File: config.mk
export PLATFORM = sky130hd
export DESIGN_NAME = cpu_prog_feeder
export DESIGN_NICKNAME = d
export VERILOG_FILES = /design/src/rtl/cpu_prog_feeder_pkg.sv /design/src/rtl/cpu_prog_feeder_prog_ram.sv /design/src/rtl/cpu_prog_feeder.sv
export SDC_FILE = /design/constraint.sdc
export NUM_CORES = 1
export LEC_CHECK = 0
export CAP_MARGIN = 20
export CORE_UTILIZATION = 45
export CTS_CLUSTER_DIAMETER = 200
export DETAILED_ROUTE_END_ITERATION = 8
export HOLD_SLACK_MARGIN = 0.08
export PLACE_DENSITY_LB_ADDON = 0.12
export SYNTH_ARGS = -nofsm -noshare
export SYNTH_HDL_FRONTEND = slang
export SYNTH_SLANG_ARGS = --single-unit
File: constraint.sdc
create_clock -name clk -period 2.68 [get_ports clk]
set_input_delay 0.402 -clock clk [delete_from_list [all_inputs] [get_ports clk]]
set_output_delay 0.402 -clock clk [all_outputs]
set_load 0.02 [all_outputs]
File: src/rtl/cpu_prog_feeder_pkg.sv
// -----------------------------------------------------------------------------
// cpu_prog_feeder_pkg
// Shared definitions for the CPU program feeder:
//   - state_t : feeder FSM states
//   - INSN_W  : instruction word width
//   - instruction field positions and opcode values of the lab CPU, plus small
//     encoder helpers so host-side code can build instruction words by name.
// -----------------------------------------------------------------------------
package cpu_prog_feeder_pkg;

    localparam int INSN_W = 16;

    typedef enum logic [3:0] {
        S_IDLE,
        S_FETCH,
        S_LOAD,
        S_START,
        S_ACK,
        S_EXEC,
        S_CAPTURE,
        S_DONE,
        S_ERR
    } state_t;

    // Instruction field positions (bit ranges, inclusive).
    localparam int OPC_HI = 15;
    localparam int OPC_LO = 13;
    localparam int OP_HI  = 12;
    localparam int OP_LO  = 11;
    localparam int RN_HI  = 10;
    localparam int RN_LO  = 8;
    localparam int RD_HI  = 7;
    localparam int RD_LO  = 5;
    localparam int SH_HI  = 4;
    localparam int SH_LO  = 3;
    localparam int RM_HI  = 2;
    localparam int RM_LO  = 0;

    // Opcode / op values.
    localparam logic [2:0] OPC_MOV    = 3'b110;
    localparam logic [2:0] OPC_ALU    = 3'b101;
    localparam logic [1:0] OP_MOV_IMM = 2'b10;
    localparam logic [1:0] OP_MOV_REG = 2'b00;
    localparam logic [1:0] OP_ADD     = 2'b00;
    localparam logic [1:0] OP_CMP     = 2'b01;
    localparam logic [1:0] OP_AND     = 2'b10;
    localparam logic [1:0] OP_MVN     = 2'b11;

    // MOV Rn,#imm8
    function automatic logic [INSN_W-1:0] enc_mov_imm(input logic [2:0] rn,
                                                      input logic [7:0] imm8);
        return {OPC_MOV, OP_MOV_IMM, rn, imm8};
    endfunction

    // MOV Rd,Rm{,<sh>}
    function automatic logic [INSN_W-1:0] enc_mov_reg(input logic [2:0] rd,
                                                      input logic [1:0] sh,
                                                      input logic [2:0] rm);
        return {OPC_MOV, OP_MOV_REG, 3'b000, rd, sh, rm};
    endfunction

    // ADD / CMP / AND / MVN with operands Rn, Rd, shifted Rm
    function automatic logic [INSN_W-1:0] enc_alu(input logic [1:0] op,
                                                  input logic [2:0] rn,
                                                  input logic [2:0] rd,
                                                  input logic [1:0] sh,
                                                  input logic [2:0] rm);
        return {OPC_ALU, op, rn, rd, sh, rm};
    endfunction

endpackage

File: src/rtl/cpu_prog_feeder_prog_ram.sv
// -----------------------------------------------------------------------------
// cpu_prog_feeder_prog_ram
// Program store for the feeder: 2**AW words of INSN_W bits.
// Ports:
//   clk    - clock
//   we     - write enable (already qualified by the caller)
//   waddr  - write address
//   wdata  - write data
//   raddr  - read address
//   rdata  - combinational read data at raddr
// -----------------------------------------------------------------------------
module cpu_prog_feeder_prog_ram
    import cpu_prog_feeder_pkg::*;
#(
    parameter int AW = 4
) (
    input  logic              clk,
    input  logic              we,
    input  logic [AW-1:0]     waddr,
    input  logic [INSN_W-1:0] wdata,
    input  logic [AW-1:0]     raddr,
    output logic [INSN_W-1:0] rdata
);

    logic [INSN_W-1:0] mem [2**AW];

    // NOTE: storage arrays carry no reset; contents persist across a reset and
    // a reset loop over every word would turn the RAM into a bank of flops.
    always_ff @(posedge clk) begin
        if (we) begin
            mem[waddr] <= wdata;
        end
    end

    assign rdata = mem[raddr];

endmodule

File: src/rtl/cpu_prog_feeder.sv
// -----------------------------------------------------------------------------
// cpu_prog_feeder
// Host-side driver for the lab CPU instruction-load handshake. The host fills
// the program RAM, then pulses go; each instruction is presented on cpu_in,
// loaded with cpu_load, started with cpu_s, and the result is captured once
// cpu_w has fallen and risen again.
// Ports:
//   clk, reset          - clock, synchronous active-high reset
//   prog_we/addr/data   - program RAM write port (ignored while busy)
//   go, len             - start a run of len instructions (clamped to DEPTH)
//   cpu_in/load/s       - instruction word and strobes towards the CPU
//   cpu_w, cpu_out,
//   cpu_N/V/Z           - CPU idle flag, result and status flags
//   busy, done, err     - run in progress, end-of-run pulse, sticky timeout
//   last_out, last_nzv  - result and {N,Z,V} of the last completed instruction
//   exec_count, pc      - instructions completed, index being issued
// -----------------------------------------------------------------------------
module cpu_prog_feeder
    import cpu_prog_feeder_pkg::*;
#(
    parameter int AW      = 4,
    parameter int TIMEOUT = 31,
    parameter int TW      = 5
) (
    input  logic              clk,
    input  logic              reset,
    input  logic              prog_we,
    input  logic [AW-1:0]     prog_addr,
    input  logic [INSN_W-1:0] prog_data,
    input  logic              go,
    input  logic [AW:0]       len,
    output logic [INSN_W-1:0] cpu_in,
    output logic              cpu_load,
    output logic              cpu_s,
    input  logic              cpu_w,
    input  logic [INSN_W-1:0] cpu_out,
    input  logic              cpu_N,
    input  logic              cpu_V,
    input  logic              cpu_Z,
    output logic              busy,
    output logic              done,
    output logic              err,
    output logic [INSN_W-1:0] last_out,
    output logic [2:0]        last_nzv,
    output logic [AW:0]       exec_count,
    output logic [AW-1:0]     pc
);

    localparam int              DEPTH        = 2**AW;
    localparam logic [AW:0]     DEPTH_LEN    = DEPTH[AW:0];
    localparam logic [TW-1:0]   TIMEOUT_LAST = TW'(TIMEOUT - 1);

    state_t            state_q, state_d;
    logic [TW-1:0]     tcnt_q;
    logic [AW:0]       len_q;
    logic [AW:0]       len_clamped;
    logic [AW:0]       exec_next;
    logic [INSN_W-1:0] ram_rdata;
    logic              waiting;
    logic              timeout_hit;
    logic              last_insn;

    cpu_prog_feeder_prog_ram #(.AW(AW)) u_prog_ram (
        .clk   (clk),
        .we    (prog_we && !busy),
        .waddr (prog_addr),
        .wdata (prog_data),
        .raddr (pc),
        .rdata (ram_rdata)
    );

    assign len_clamped = (len > DEPTH_LEN) ? DEPTH_LEN : len;
    assign exec_next   = exec_count + (AW+1)'(1);
    assign last_insn   = (exec_next == len_q);
    assign waiting     = (state_q inside {S_FETCH, S_ACK, S_EXEC});
    // The counter starts at 0 on entry, so hitting TIMEOUT-1 while still
    // waiting means TIMEOUT cycles have been spent in this wait state.
    assign timeout_hit = (tcnt_q == TIMEOUT_LAST);

    // Strobes and status decode straight from the state register, so a reset
    // edge silences them in the very next cycle.
    assign cpu_load = (state_q == S_LOAD);
    assign cpu_s    = (state_q == S_START);
    assign done     = (state_q == S_DONE) || (state_q == S_ERR);
    assign busy     = !(state_q inside {S_IDLE, S_DONE, S_ERR});

    // NOTE: every combinational output gets a default before the case so no
    // path leaves it unassigned and no latch is inferred.
    always_comb begin
        state_d = state_q;
        case (state_q)
            S_IDLE:    if (go) state_d = (len_clamped == '0) ? S_DONE : S_FETCH;
            S_FETCH:   if (cpu_w)            state_d = S_LOAD;
                       else if (timeout_hit) state_d = S_ERR;
            S_LOAD:    state_d = S_START;
            S_START:   state_d = S_ACK;
            S_ACK:     if (!cpu_w)           state_d = S_EXEC;
                       else if (timeout_hit) state_d = S_ERR;
            S_EXEC:    if (cpu_w)            state_d = S_CAPTURE;
                       else if (timeout_hit) state_d = S_ERR;
            S_CAPTURE: state_d = last_insn ? S_DONE : S_FETCH;
            S_DONE:    state_d = S_IDLE;
            S_ERR:     state_d = S_IDLE;
            default:   state_d = S_IDLE;
        endcase
    end

    // NOTE: registered state uses non-blocking assignments so every flop
    // samples the pre-edge values regardless of statement order.
    always_ff @(posedge clk) begin
        if (reset) begin
            state_q    <= S_IDLE;
            tcnt_q     <= '0;
            len_q      <= '0;
            cpu_in     <= '0;
            err        <= 1'b0;
            last_out   <= '0;
            last_nzv   <= '0;
            exec_count <= '0;
            pc         <= '0;
        end else begin
            state_q <= state_d;

            // Any state change restarts the wait budget for the next state.
            if (state_d != state_q) begin
                tcnt_q <= '0;
            end else if (waiting) begin
                tcnt_q <= tcnt_q + TW'(1);
            end

            case (state_q)
                S_IDLE: begin
                    if (go) begin
                        err        <= 1'b0;
                        exec_count <= '0;
                        pc         <= '0;
                        len_q      <= len_clamped;
                    end
                end
                S_FETCH: begin
                    if (cpu_w) begin
                        cpu_in <= ram_rdata;
                    end
                end
                S_CAPTURE: begin
                    last_out   <= cpu_out;
                    last_nzv   <= {cpu_N, cpu_Z, cpu_V};
                    exec_count <= exec_next;
                    // pc stays on the final instruction so it never wraps.
                    if (!last_insn) begin
                        pc <= pc + AW'(1);
                    end
                end
                default: ;
            endcase

            // Raise err together with the done pulse of an aborted run.
            if (state_d == S_ERR) begin
                err <= 1'b1;
            end
        end
    end

endmodule
==> results list <==
* Final RePlAce weighted congestion: 0.800
- Critical path data arrival time: 2.12 ns
* Post-cts resize count: 0
- Grt total ovfl: 0
* Number of buffers added to fix hold violations after cts: 0
- The first global-routing pass estimated 40,100 um of wire.
- TritonCTS Buffers: 34
- Dividing the detail-routed wire length by the instance count gives roughly 22 um.
- Clock tree synthesis selected as its root buffer the cell sky130_fd_sc_hd__clkbuf_16.
- Mean post-synth cell area: 17.6 um^2
- Number of synthesized register bits: 315
- Antenna diode instance count: 0
* Sequential area share after synthesis: 72.4%
* Chip Height: ~170 um
- Least setup slack across all paths after layout: ~0.16 ns
- Based on the critical path, the design can be clocked at up to 0.396 GHz.
- Global routing consumed, on the met1 layer, 24.7% of the routing resources.
* Fin nets: 874
- Before antenna repair, the detailed router went through 4 iterations.
- Time the worst path needs with I/O delays and setup: 2.52 ns
* Synthesized Nets: 749
- Asr flop ratio synth: 0%
- The die covers 0.0279 mm^2.
- Vias: 6,634
* Core box area: around 0.027 mm^2
- The H-tree generated during clock tree synthesis spans 2 levels.
- The initial antenna violation count came to 0.
- After layout, the worst path uses a little over nine tenths of the clock period.
- The final max-slew violation count came to 0.
* RR Startpoint: state_q[0]$_SDFF_PP0_
- Setup Slack @ Placement: 0.308 ns
- Via/cell ratio: between 5 and 6
* Outcome: finished clean
- Pin count of the biggest net entering global routing: 43
- Following the worst setup path forward leads to its endpoint at done.
- PortBufs: 97
- At the worst endpoint, the required time is 2.28 ns.
- Class of the tightest hold or removal check: in -> reg
- Counting every sink on the clock net gives 315.
* Area grow syn2layout: 20.4%
- IR analysis of the VDD net gives a maximum drop of 0.666 mV.
- The worst pin sits at a relative slew slack of 45.8%.
- The tightest hold path in the finished design has a slack of 0.450 ns.
- Synthesis instantiated 57 different standard cells from the library.
- Detailed Route WL: 26,400 um
- Yosys synthesis warning count: 0
- In this run the critical register-to-register path is captured at u_prog_ram.mem[1][9]$_DFFE_PP_.
- In this run the most critical hold path is launched from cpu_N.
* Fill cells: 2,082
- For the worst-skew pair, the clock arrives at the later sink with an insertion delay of 0.51 ns.
- Synthesis handed over a netlist of about 700 instances.
- Netlist area before placement: 0.0123 mm^2
- RSZ-0062 raised after global routing: false
- After clock tree synthesis, the clock-pin slew on the worst setup and hold paths is 0.06 ns.
* Type of the worst setup path: reg -> out
* Number of buffers on the longest clock path: 3
* Static Leakage: 0.00463 uW
- Post-synth EDFFs: ~260
* Via count of the first global-routing pass: approximately 7,000
- Power per standard cell area: slightly below 700 mW/mm^2
* Met2 usage: 34.0%
- In this run the worst setup path begins at state_q[0]$_SDFF_PP0_.
- Summing all non-filler instances in the final layout gives an area of 0.0148 mm^2.
- For this run, the leading register cell type out of synthesis is sky130_fd_sc_hd__edfxtp_1.
- Routed Antenna Nets: 0
* Setup Fix Bufs, Post-CTS: 0
- Startpoint kind of the worst setup timing path: register
- The setup check on the worst reg-to-reg path leaves a slack of 0.32 ns.
- The final number of hold-violating endpoints came to 0.
- Nature of the critical path endpoint: output port
- Setup clock skew after layout: 0.0263 ns
- Busiest grt layer: met2
* Number of ports placed on the die boundary: 98
- Share of final-layout standard cells stronger than drive strength 1: 18.2%
- Max FO, Critical Path: 10
* Initial core utilization: 45.7%
* Global-route total usage across every layer: 19.2%
- At the pin with the least slew margin, the transition time is 0.813 ns.
- In the routed design, unresolved DRC markers number 0.
- Row count: 60
* TritonCTS clock tree: yes
* M3 GR Usage: 2.95%
- After layout, the design draws a total of 10,100 uW.
* Number of setup violations in the final report: 0
- Final setup TNS: 0 ns
- DP Area: 0.0137 mm^2
- Width of the chip: 167 um
- Cell depth of the worst flop-to-flop path: 6
* DRC violation total after the first TritonRoute iteration: ~500
* HPWL after detailed placement: roughly 16,000 um
- Across the run, the number of max-cap violations was 0.
==> layer usage <==
layer	up-vias	routed length (um)
met1	3415	11400
met2	175	13400
met4	0	490
li1	3007	-
met3	37	1090
met5	-	0
==> registers in the layout, summed over array words and instances (netlist names) <==
signal / flops
err: 1
last_nzv: 3
state_q: 4
last_out: 16
exec_count: 5
u_prog_ram.mem: 256
tcnt_q: 5
len_q: 5
pc: 4
cpu_in: 16
==> stage by stage <==
step	util, %	std cells
global placement	51.2	1126
finish	55.1	1187
floorplan	-	696
detailed placement	51.2	1126
CTS	55.1	1187
global route	55.1	1187
==> power breakdown <==
part           switching (uW)  internal (uW)
sequential               35.8           5360
clock                    1800           2510
combinational             231            164
==> worst min path at each step <==
stage                                to  slack (ns)  cells after the start
2_1_floorplan     len_q[0]$_SDFFE_PP0P_        0.44                      2
3_3_place_gp   last_nzv[2]$_SDFFE_PP0P_        0.44                      2
3_5_place_dp     cpu_in[3]$_SDFFE_PP0P_        0.44                      1
4_1_cts        last_nzv[2]$_SDFFE_PP0P_        0.43                      3
5_1_grt        last_nzv[0]$_SDFFE_PP0P_        0.46                      3
6_report       last_nzv[2]$_SDFFE_PP0P_        0.45                      3
==> final cells by class <==
type | count | area (um^2) | share of cell area, %
Tap cell | 341 | 427 | 2.89
Inverter | 4 | 15.0 | 0.102
Clock buffer | 47 | 920 | 6.23
Timing Repair Buffer | 127 | 1230 | 8.36
Multi-Input combinational cell | 339 | 3180 | 21.5
Sequential cell | 315 | 8870 | 60.1
Clock inverter | 14 | 110 | 0.746
==> cells in the mapped netlist (all sizes together), types with 6 or more instances <==
library cell,instances,area [um^2]
o221ai,11,96.3
o21ai,7,35.0
dfxtp,59,1180
edfxtp,256,7690
a21oi,32,160
mux2i,33,330
nand3,8,45.0
nor2,33,124
nor3,7,40.0
mux4,64,1440
nand3b,6,45.0
clkbuf,13,50.0
nand2,66,248
o22ai,6,37.5
buf,25,164
==> kinds of logic (layout without fill, tap and decap cells) <==
group	Yosys count	count (layout)	synth area share [%]
mux	97	97	14.5
xor+xnor	10	10	0.715
simple gates	150	150	6.02
buf+inv	42	192	1.87
compound gates	78	78	4.15
fa+ha+maj	4	4	0.408
flops	315	315	72.4
==> worst max-delay path, cell delays in order (launching register included) <==
cell	delay (ns)
sky130_fd_sc_hd__dfxtp_1	0.50
sky130_fd_sc_hd__nor2b_4	0.28
sky130_fd_sc_hd__a32o_1	0.23
sky130_fd_sc_hd__clkdlybuf4s50_1	0.63
==> cell usage in the layout, fill, tap and decap left out, drive strengths merged, types with 4 or more instances in the layout <==
cell type      netlist  final
dfxtp               59     59
nor3                 7      7
nand2               66     66
o21a                 5      5
inv                  4      6
nor2                33     33
clkbuf              13     47
ha                   4      4
mux4                64     64
nand3b               6      6
xnor2                5      5
buf                 25     30
a21oi               32     32
xor2                 5      5
o22ai                6      6
o21ai                7      7
nand2b               4      4
edfxtp             256    256
nand4                5      5
nand3                8      8
mux2i               33     33
clkdlybuf4s50        0     97
o221ai              11     11
clkinv               0     10
a21o                 5      5
(Power assumes the default switching activity.)
